--- src/rtl/spi_pkg.sv ---
// spi_pkg: types and helpers shared by the SPI master and the transaction arbiter.
// Contents: arbiter state enum, SPI mode enum, slave-select width helper,
// counter width helper.
package spi_pkg;

    typedef enum logic [2:0] {
        ST_IDLE,
        ST_SETUP,
        ST_XFER,
        ST_HOLD,
        ST_GUARD
    } spi_arb_state_t;

    typedef enum logic [1:0] {
        SPI_MODE_0,
        SPI_MODE_1,
        SPI_MODE_2,
        SPI_MODE_3
    } spi_mode_t;

    // Slave index width; a single-slave build still carries a 1-bit index.
    function automatic int sel_w(input int n);
        return (n > 1) ? $clog2(n) : 1;
    endfunction

    // Width of a down/up counter able to hold any of the three phase lengths.
    function automatic int cnt_w(input int a, input int b, input int c);
        int m;
        m = (a > b) ? a : b;
        m = (m > c) ? m : c;
        return (m > 1) ? $clog2(m) : 1;
    endfunction

endpackage

--- src/rtl/rr_arbiter.sv ---
// rr_arbiter: combinational round-robin picker.
// Ports:
//   i_req   [N]     request levels
//   i_ptr   [PTR_W] highest-priority index for this pick
//   o_gnt   [N]     one-hot winner (first set bit at or after i_ptr, wrapping)
//   o_valid         any request present
module rr_arbiter
    import spi_pkg::*;
#(
    parameter int N     = 4,
    parameter int PTR_W = $clog2(N)
) (
    input  logic [N-1:0]     i_req,
    input  logic [PTR_W-1:0] i_ptr,
    output logic [N-1:0]     o_gnt,
    output logic             o_valid
);

    logic [PTR_W-1:0] w_idx;
    logic             w_hit;

    always_comb begin
        o_gnt = '0;
        w_idx = '0;
        w_hit = 1'b0;
        for (int k = 0; k < N; k++) begin
            w_idx = PTR_W'((int'(i_ptr) + k) % N);
            if (!w_hit && i_req[w_idx]) begin
                o_gnt[w_idx] = 1'b1;
                w_hit        = 1'b1;
            end
        end
    end

    assign o_valid = |i_req;

endmodule

--- src/rtl/spi_txn_arbiter.sv ---
// spi_txn_arbiter: round-robin sharing of one SPI master engine with slave-select framing.
// Ports:
//   i_clk, i_rst_n          clock, asynchronous active-low reset
//   i_req / i_req_slave / i_req_data   per-requester request, slave index, tx word
//   o_gnt, o_done, o_err    one-hot grant, one-cycle completion pulse, out-of-range flag
//   o_rx_data               received word, valid from o_done until next capture
//   o_m_start, o_m_tx_data  engine start pulse and transmit word
//   i_m_done, i_m_rx_data   engine completion pulse and receive word
//   o_ss_n                  active-low slave selects
module spi_txn_arbiter
    import spi_pkg::*;
#(
    parameter  int NUM_REQ      = 4,
    parameter  int SLAVE_LINES  = 1,
    parameter  int DATA_W       = 8,
    parameter  int SETUP_CYCLES = 2,
    parameter  int HOLD_CYCLES  = 1,
    parameter  int GUARD_CYCLES = 2,
    localparam int SEL_W        = sel_w(SLAVE_LINES)
) (
    input  logic                      i_clk,
    input  logic                      i_rst_n,
    input  logic [NUM_REQ-1:0]        i_req,
    input  logic [NUM_REQ*SEL_W-1:0]  i_req_slave,
    input  logic [NUM_REQ*DATA_W-1:0] i_req_data,
    output logic [NUM_REQ-1:0]        o_gnt,
    output logic [NUM_REQ-1:0]        o_done,
    output logic                      o_err,
    output logic [DATA_W-1:0]         o_rx_data,
    output logic                      o_m_start,
    output logic [DATA_W-1:0]         o_m_tx_data,
    input  logic                      i_m_done,
    input  logic [DATA_W-1:0]         i_m_rx_data,
    output logic [SLAVE_LINES-1:0]    o_ss_n
);

    localparam int PTR_W = $clog2(NUM_REQ);
    localparam int CNT_W = cnt_w(SETUP_CYCLES, HOLD_CYCLES, GUARD_CYCLES);

    spi_arb_state_t         r_state, w_state_nxt;
    logic [CNT_W-1:0]       r_cnt, w_cnt_nxt, w_lim;
    logic [PTR_W-1:0]       r_ptr, w_ptr_nxt, w_ptr_inc;
    logic [NUM_REQ-1:0]     r_gnt, w_gnt_nxt, r_done, w_done_nxt;
    logic                   r_err, w_err_nxt, r_start, w_start_nxt;
    logic [DATA_W-1:0]      r_rx_data, w_rx_nxt, r_tx_data, w_tx_nxt;
    logic [SLAVE_LINES-1:0] r_ss_n, w_ss_nxt, w_ss_sel;
    logic [NUM_REQ-1:0]     w_arb_gnt;
    logic                   w_arb_valid, w_cnt_last, w_counting, w_win_bad;
    logic [PTR_W-1:0]       w_win_idx;
    logic [SEL_W-1:0]       w_win_sel;
    logic [DATA_W-1:0]      w_win_data;

    rr_arbiter #(.N(NUM_REQ)) u_rr (
        .i_req   (i_req),
        .i_ptr   (r_ptr),
        .o_gnt   (w_arb_gnt),
        .o_valid (w_arb_valid)
    );

    // Encode the one-hot winner and pull out its slave index and tx word.
    always_comb begin
        w_win_idx  = '0;
        w_win_sel  = '0;
        w_win_data = '0;
        for (int k = 0; k < NUM_REQ; k++) begin
            if (w_arb_gnt[k]) begin
                w_win_idx  = PTR_W'(k);
                w_win_sel  = i_req_slave[k*SEL_W +: SEL_W];
                w_win_data = i_req_data[k*DATA_W +: DATA_W];
            end
        end
    end

    assign w_win_bad  = int'(w_win_sel) >= SLAVE_LINES;
    assign w_ss_sel   = ~(SLAVE_LINES'(1) << w_win_sel);
    assign w_ptr_inc  = (w_win_idx == PTR_W'(NUM_REQ - 1)) ? '0 : w_win_idx + 1'b1;

    // One shared phase counter; its terminal value depends on the timed phase.
    assign w_lim      = (r_state == ST_SETUP) ? CNT_W'(SETUP_CYCLES - 1) :
                        (r_state == ST_HOLD)  ? CNT_W'(HOLD_CYCLES - 1)  :
                                                CNT_W'(GUARD_CYCLES - 1);
    assign w_cnt_last = r_cnt == w_lim;
    assign w_counting = (r_state == ST_SETUP) || (r_state == ST_HOLD) || (r_state == ST_GUARD);
    assign w_cnt_nxt  = (w_counting && w_state_nxt == r_state) ? r_cnt + 1'b1 : '0;

    always_comb begin
        w_state_nxt = r_state;
        w_gnt_nxt   = r_gnt;
        w_done_nxt  = '0;
        w_err_nxt   = 1'b0;
        w_rx_nxt    = r_rx_data;
        w_start_nxt = 1'b0;
        w_tx_nxt    = r_tx_data;
        w_ss_nxt    = r_ss_n;
        w_ptr_nxt   = r_ptr;
        case (r_state)
            ST_IDLE: begin
                if (w_arb_valid) begin
                    w_ptr_nxt = w_ptr_inc;
                    w_tx_nxt  = w_win_data;
                    // A bad slave index completes at once with err and never touches the bus.
                    if (w_win_bad) begin
                        w_done_nxt  = w_arb_gnt;
                        w_err_nxt   = 1'b1;
                        w_state_nxt = ST_GUARD;
                    end else begin
                        w_gnt_nxt   = w_arb_gnt;
                        w_ss_nxt    = w_ss_sel;
                        w_state_nxt = ST_SETUP;
                    end
                end
            end
            ST_SETUP: begin
                if (w_cnt_last) begin
                    w_start_nxt = 1'b1;
                    w_state_nxt = ST_XFER;
                end
            end
            ST_XFER: begin
                if (i_m_done) begin
                    w_rx_nxt    = i_m_rx_data;
                    w_state_nxt = ST_HOLD;
                end
            end
            ST_HOLD: begin
                if (w_cnt_last) begin
                    w_ss_nxt    = '1;
                    w_done_nxt  = r_gnt;
                    w_gnt_nxt   = '0;
                    w_state_nxt = ST_GUARD;
                end
            end
            ST_GUARD: begin
                if (w_cnt_last) w_state_nxt = ST_IDLE;
            end
            default: w_state_nxt = ST_IDLE;
        endcase
    end

    always_ff @(posedge i_clk or negedge i_rst_n) begin
        if (!i_rst_n) begin
            r_state   <= ST_IDLE;
            r_cnt     <= '0;
            r_ptr     <= '0;
            r_gnt     <= '0;
            r_done    <= '0;
            r_err     <= 1'b0;
            r_rx_data <= '0;
            r_start   <= 1'b0;
            r_tx_data <= '0;
            r_ss_n    <= '1;
        end else begin
            r_state   <= w_state_nxt;
            r_cnt     <= w_cnt_nxt;
            r_ptr     <= w_ptr_nxt;
            r_gnt     <= w_gnt_nxt;
            r_done    <= w_done_nxt;
            r_err     <= w_err_nxt;
            r_rx_data <= w_rx_nxt;
            r_start   <= w_start_nxt;
            r_tx_data <= w_tx_nxt;
            r_ss_n    <= w_ss_nxt;
        end
    end

    assign o_gnt       = r_gnt;
    assign o_done      = r_done;
    assign o_err       = r_err;
    assign o_rx_data   = r_rx_data;
    assign o_m_start   = r_start;
    assign o_m_tx_data = r_tx_data;
    assign o_ss_n      = r_ss_n;

endmodule

--- config.mk ---
export PLATFORM = sky130hd
export DESIGN_NAME = spi_txn_arbiter
export DESIGN_NICKNAME = d
export VERILOG_FILES = /design/src/rtl/spi_pkg.sv /design/src/rtl/rr_arbiter.sv /design/src/rtl/spi_txn_arbiter.sv
export SDC_FILE = /design/constraint.sdc
export NUM_CORES = 1
export LEC_CHECK = 0
export ABC_AREA = 1
export CORE_AREA = 2 2 71 73
export DETAILED_ROUTE_END_ITERATION = 12
export DIE_AREA = 0 0 73 75
export PLACE_DENSITY = 0.75
export RECOVER_POWER = 50
export SLEW_MARGIN = 25
export SYNTH_ARGS = -nofsm -noshare
export SYNTH_HDL_FRONTEND = slang
export SYNTH_SLANG_ARGS = --single-unit
--- constraint.sdc ---
create_clock -name i_clk -period 2.8 [get_ports i_clk]
set_input_delay 0.42 -clock i_clk [delete_from_list [all_inputs] [get_ports i_clk]]
set_output_delay 0.42 -clock i_clk [all_outputs]
set_load 0.005 [all_outputs]
## Word level (Yosys, flattened, before mapping)

Index checks and enable logic that the tools add are counted.

| operators by class | value |
|---|---|
| multiplexer cells | 62 |
| order comparisons | 9 |
| shift operators | 1 |
| bitwise logic cells | 4 |
| eq/ne operators | 10 |
| reductions and logical operators | 19 |
| add/sub/neg operators | 5 |

Operator list:

| cell | count |
|---|---|
| 2-to-1 mux 4 bit | 10 |
| 2-to-1 mux 8 bit | 4 |
| 2-to-1 mux 1 bit | 27 |
| 2-to-1 mux 3 bit | 6 |
| one-hot mux 4 bit (2 select lines) | 2 |
| one-hot mux 3 bit (5 select lines) | 1 |
| less-than comparator 2 x 3 -> 1 bit, second input constant | 4 |
| bitwise OR 4 bit | 3 |
| binary-select mux 1 bit (select 2 bit) | 4 |
| demux 1 bit (select 2 bit) | 4 |
| greater-or-equal comparator 2 x 1 -> 1 bit, second input constant | 4 |
| logical AND 1 bit | 8 |
| == test 3 x 2 -> 1 bit, second input constant | 2 |
| 2-to-1 mux 2 bit | 3 |
| adder 2 x 1 -> 2 bit, second input constant | 2 |
| adder 2 bit, second input constant | 2 |
| inequality test 2 bit, second input constant | 2 |
| AND reduction 2 bit | 2 |
| AND reduction 4 bit | 1 |
| OR reduction 4 bit | 1 |
| == test 3 x 1 -> 1 bit, second input constant | 1 |
| == test 3 bit | 1 |
| == test 3 bit, second input constant | 1 |
| logical NOT 1 bit | 3 |
| other kinds (11) | 12 |

| word-level totals | value |
|---|---|
| bits in registers | 33 |
| output and inout bits | 27 |
| input bits | 51 |

## Longest topological paths before layout

Gate-level depths: netlist (run 1).

| depth | value |
|---|---|
| depth in word-level cells | 23 |
| gate-level depth with buffers | 18 |
| gate-level depth less buffers | 18 |

## Hierarchy

Synthesis (run 1) repeated with hierarchy kept, for this count alone.

| second synthesis, totals | value |
|---|---|
| cell total of the unflattened synthesis | 253 |
| area, all modules | 1989.4 um^2 |

By module, submodules not included:

| module | area each (um^2) | instances | cells an instance |
|---|---|---|---|
| spi_txn_arbiter | 1584.0 | 1 | 179 |
| rr_arbiter | 405.4 | 1 | 74 |

## Least setup slack after synthesis (run 1)

OpenSTA, ideal clock, no wires.

| timing | value |
|---|---|
| path type | reg-to-reg |
| start | register r_ptr[0] |
| end | register r_gnt[0], in the netlist o_gnt[0] |
| data arrival time | 2.205 ns |
| stages on the path, launching flop included | 19 |
| slack | 0.478 ns |
| data required time | 2.683 ns |
| path buffers | 0 |
| clock period less this slack | 2.322 ns |
| cell sequence | dfrtp_1 > inv_2 > ha_1 > inv_1 > nand3_1 > nand2_1 > nand2_4 > nor2_2 > nand2_1 > nand3b_4 > nor2_1 > nand2_1 > nand3_2 > nand2_2 > nand2_2 > nand2_4 > nand2_4 > nand2_1 > nand2_1 |

| on the way | value |
|---|---|
| cells in the longest elaborated chain, start to end | 19 |

RTL lines:

| element | RTL line | RTL |
|---|---|---|
| from (decl) | spi_txn_arbiter.sv:42 | `logic [PTR_W-1:0] r_ptr, w_ptr_nxt, w_ptr_inc;` |
| from (signal assigned) | spi_txn_arbiter.sv:155 | `r_ptr <= w_ptr_nxt;` |
| branches (longest 11 deep; another with less-than comparator 2 x 3 -> 1 bit) | -- |  |
| 2-to-1 mux 4 bit * | rr_arbiter.sv:28 | `if (!w_hit && i_req[w_idx]) begin` |
| 2-to-1 mux 1 bit (4 in series) | spi_txn_arbiter.sv:66 | `if (w_arb_gnt[k]) begin` |
| greater-or-equal comparator 1 bit | spi_txn_arbiter.sv:74 | `assign w_win_bad = int'(w_win_sel) >= SLAVE_LINES;` |
| inequality test 2 bit (no source line) | -- |  |
| AND reduction 4 bit (no source line) | -- |  |
| to (signal assigned) | spi_txn_arbiter.sv:156 | `r_gnt <= w_gnt_nxt;` |
| to (decl) | spi_txn_arbiter.sv:43 | `logic [NUM_REQ-1:0] r_gnt, w_gnt_nxt, r_done, w_done_nxt;` |

Mark *: on every way between the ends. The select of a mux whose other input is x is not followed.
A chain may end at the register's enable or synchronous reset.

## Worst setup path after layout (run 1)

| timing | value |
|---|---|
| start | register r_ptr[1] |
| end | register r_tx_data[7], in the netlist o_m_tx_data[7] |

| on the way | value |
|---|---|
| cells in the longest elaborated chain, start to end | 16 |

RTL lines:

| element | RTL line | RTL |
|---|---|---|
| branches (longest 11 deep; another with less-than comparator 2 x 3 -> 1 bit) | -- |  |
| 2-to-1 mux 4 bit * | rr_arbiter.sv:28 |  |
| 2-to-1 mux 8 bit (3 in series) | spi_txn_arbiter.sv:66 |  |
| 2-to-1 mux 8 bit * | spi_txn_arbiter.sv:66 |  |
| to (signal assigned) | spi_txn_arbiter.sv:161 | `r_tx_data <= w_tx_nxt;` |
| to (decl) | spi_txn_arbiter.sv:45 | `logic [DATA_W-1:0] r_rx_data, w_rx_nxt, r_tx_data, w_tx_nxt;` |

Marks and branches as above.

==> results of run 1 <==
per-layer routing:
metal	routed length, um	vias to the layer above	part of all wire, %
met2	2950	64	53
li1	-	1013	-
met1	2270	955	41
met5	0	-	0
met3	279	8	5.0
met4	80	0	1.4
sequential cells by signal, indices dropped and copies added, names as in the netlist, 2 cells and up:
signal,count
r_ptr,2
o_done,4
o_rx_data,8
o_gnt,4
o_m_tx_data,8
r_state,3
logic make-up (layout without fill, tap and decap cells):
kind of cell / count (synthesis) / after routing / synth area share (%)
DFF: 33 / 33 / 40.9
buffers and inverters: 25 / 116 / 5.08
and+or+nand+nor: 157 / 157 / 37.8
AOI/OAI and AO/OA: 25 / 25 / 7.43
muxes: 8 / 8 / 4.46
adders and majority gates: 7 / 7 / 4.33
area by class of cell:
type	count	share of cell area, %
Multi-Input combinational cell	197	36.1
Timing Repair Buffer	86	27.6
Sequential cell	33	27.4
Clock buffer	7	2.86
Inverter	22	2.74
Tap cell	54	2.24
Clock inverter	1	0.995
stage by stage:
| step | utilization, % | instances | cell area (sq um) |
|---|---|---|---|
| after CTS | 64.9 | 400 | 3020 |
| after detailed placement | 62.4 | 392 | 2910 |
| after global routing | 64.8 | 400 | 3020 |
| after global placement | 62.4 | 392 | 2910 |
| final | 64.8 | 400 | 3020 |
| after floorplan | - | 255 | 2020 |
power breakdown:
| group | internal [mW] | switching [mW] |
|---|---|---|
| clock network | 0.290 | 0.178 |
| logic | 0.979 | 1.30 |
| registers | 0.679 | 0.115 |
| total | 1.95 | 1.59 |
worst max-delay path by stage:
stage	to	slack, ns	start
6_report	o_m_tx_data[7]	0.29	r_ptr[1]
5_1_grt	o_m_tx_data[7]	0.09	r_ptr[1]
4_1_cts	o_m_tx_data[7]	0.29	r_ptr[1]
3_5_place_dp	o_m_tx_data[7]	0.22	i_req[1]
3_3_place_gp	o_m_tx_data[7]	0.30	i_req[1]
2_1_floorplan	o_gnt[0]	0.48	r_ptr[0]
layout by cell type, fill, tap and decap left out, types with 2 or more instances in the layout:
| cell type | count |
|---|---|
| a21oi_1 | 9 |
| buf_4 | 8 |
| clkbuf_1 | 2 |
| clkbuf_8 | 6 |
| clkdlybuf4s50_1 | 66 |
| dfrtp_1 | 32 |
| dlygate4sd3_1 | 11 |
| ha_1 | 7 |
| inv_1 | 17 |
| inv_2 | 4 |
| mux2_2 | 8 |
| nand2_1 | 87 |
| nand2_2 | 6 |
| nand2_4 | 4 |
| nand3_1 | 32 |
| nand3_2 | 4 |
| nor2_1 | 14 |
| nor2_4 | 2 |
| o211ai_1 | 8 |
| o21ai_1 | 4 |
| o22ai_1 | 2 |
critical path, cell delays in order, from the launching register on:
cell	delay, ns
dfrtp_1	0.47
inv_1	0.10
ha_1	0.34
inv_1	0.08
nand3_1	0.09
nand2_1	0.12
nand2_4	0.11
nor2_4	0.05
nand2_1	0.08
nand3_2	0.14
buf_4	0.22
nor2_4	0.25
nand2_1	0.11
nand3_1	0.09
nand2_1	0.05
o21ai_1	0.12
==> impl_metrics.env, run 1 <==
export IMPL_slew_viol_final=34
export IMPL_ys_types=31
export IMPL_portBuffers=77
export IMPL_rows=25
export IMPL_hp_class="flip-flop to flip-flop"
export IMPL_cts_inserted_buffers=5
export IMPL_worstHoldPathCells=1
export IMPL_clock_path_buffers=2
export IMPL_cts_resized=0
export IMPL_dr_pass1_iters=4
export IMPL_area_delta_synth_final_pct=49.4
export IMPL_reg2reg_slack_ns=0.29
export IMPL_worstPathArrival_ns=2.72
export IMPL_grt_overflow=0
export IMPL_timing_final_crit_share_pct=89.5
export IMPL_critPathKind="flip-flop to flip-flop"
export IMPL_synth_top_area_share_pct=39.6
export IMPL_power_density_nw_per_um2=1170
export IMPL_grt_busiest_layer="met2"
export IMPL_synth_top_area_cell="dfrtp_1"
export IMPL_ir_drop_v=0.000584
export IMPL_synthMostInstantiatedCell="nand2_1"
export IMPL_static_leakage_power_nw=1.47
export IMPL_netlist_instances=255
export IMPL_initial_core_util_pct=43.4
export IMPL_route_detailed_drc=0
export IMPL_antennaDiodeCount=0
export IMPL_grt_pass1_wl_mm=9.04
export IMPL_clock_skew_ns=0.00582
export IMPL_whs_ns=0.471
export IMPL_dieArea_sq_um=5480
export IMPL_synth_seq_cells=33
export IMPL_relSlewSlack_pct=-17.4
export IMPL_die_h_um=75
export IMPL_post_cts_buffers=0
export IMPL_grt_setup_unrepaired="false"
export IMPL_place_ws_ns=0.217
export IMPL_hold_path_endpoint="o_m_start"
export IMPL_r2r_start="r_ptr[1]"
export IMPL_synth_nets=313
export IMPL_start_kind="flip-flop"
export IMPL_synth_top_cells_by_count="87 x nand2_1, 32 x dfrtp_1, 32 x nand3_1"
export IMPL_violations="capacitance limit, slew limit"
export IMPL_rr_worst_depth=15
export IMPL_die_w_um=73
export IMPL_ant_nets=0
export IMPL_grt_max_degree=34
export IMPL_first_global_vias=1985
export IMPL_synth_area_sq_um=2020
export IMPL_core_region_area_sq_um=4660
export IMPL_avgSynthCellArea_sq_um=7.92
export IMPL_postSynth_asyncResetShare_pct=100
export IMPL_ys_warn_count=0
export IMPL_cts_hold_buffers_added=0
export IMPL_grtUsageMet1_pct=25.4
export IMPL_cts_tree="done"
export IMPL_total_power_mw=3.54
export IMPL_wire_per_inst_um=13.9
export IMPL_final_layout_size_suffix_gt1_share_pct=13.9
export IMPL_cts_root_buf="clkbuf_8"
export IMPL_multi_input_area_sq_um=1090
export IMPL_synthFlopType="dfrtp_1"
export IMPL_dp_final_hpwl_mm=4.32
export IMPL_final_setup_worst_slack_ns=0.295
export IMPL_vias_per_cell=5.10
export IMPL_path_max_fanout=9
export IMPL_place_congestion=0.842
export IMPL_clock_latency_ns=0.28
export IMPL_outcome="complete, but fails checks"
export IMPL_worst_pin_slew_ns=1.76
export IMPL_hold_violations=0
export IMPL_fin_nets=403
export IMPL_pin_count=78
export IMPL_setup_violations_final=0
export IMPL_period_needed_ns=2.51
export IMPL_htreeDepth=2
export IMPL_cap_violations=1
export IMPL_cts_sinks=33
export IMPL_worst_setup_path_end_kind="flip-flop"
export IMPL_use_met3_pct=3.61
export IMPL_finalSetupTns_ns=0
export IMPL_fmax_mhz=399
export IMPL_route_vias_total=2040
export IMPL_min_delay_start="r_state[1]"
export IMPL_grt_use_met2_pct=39.0
export IMPL_timing_rr_end="o_m_tx_data[7]"
export IMPL_drtIter0Drc=111
export IMPL_seq_area_sq_um=827
export IMPL_track_usage_pct=21.5
export IMPL_synth_edf_count=0
export IMPL_synth_yosys_seq_area_share_pct=40.9
export IMPL_ys_top_cells_by_area="dfrtp_1 40%, nand2_1 16%, nand3_1 7.9%"
export IMPL_cts_clk_slew_worst_paths_ns=0.07
export IMPL_wirelength_mm=5.58
export IMPL_cp_required_ns=3.01
export IMPL_antenna_found_initial=0
export IMPL_n_fill_cell=406
(Power assumes the default switching activity.)
==> run 2, diff against run 1 <==
--- a/config.mk
+++ b/config.mk
@@ -6,9 +6,11 @@
 export NUM_CORES = 1
 export LEC_CHECK = 0
 export ABC_AREA = 1
+export ABC_CLOCK_PERIOD_IN_PS = 2800
 export CORE_AREA = 2 2 71 73
 export DETAILED_ROUTE_END_ITERATION = 12
 export DIE_AREA = 0 0 73 75
+export GPL_ROUTABILITY_DRIVEN = 0
 export PLACE_DENSITY = 0.75
 export RECOVER_POWER = 50
 export SLEW_MARGIN = 25
==> results of run 2 <==
Same layout as run 1: the final DEF is identical, and so are final timing and power.
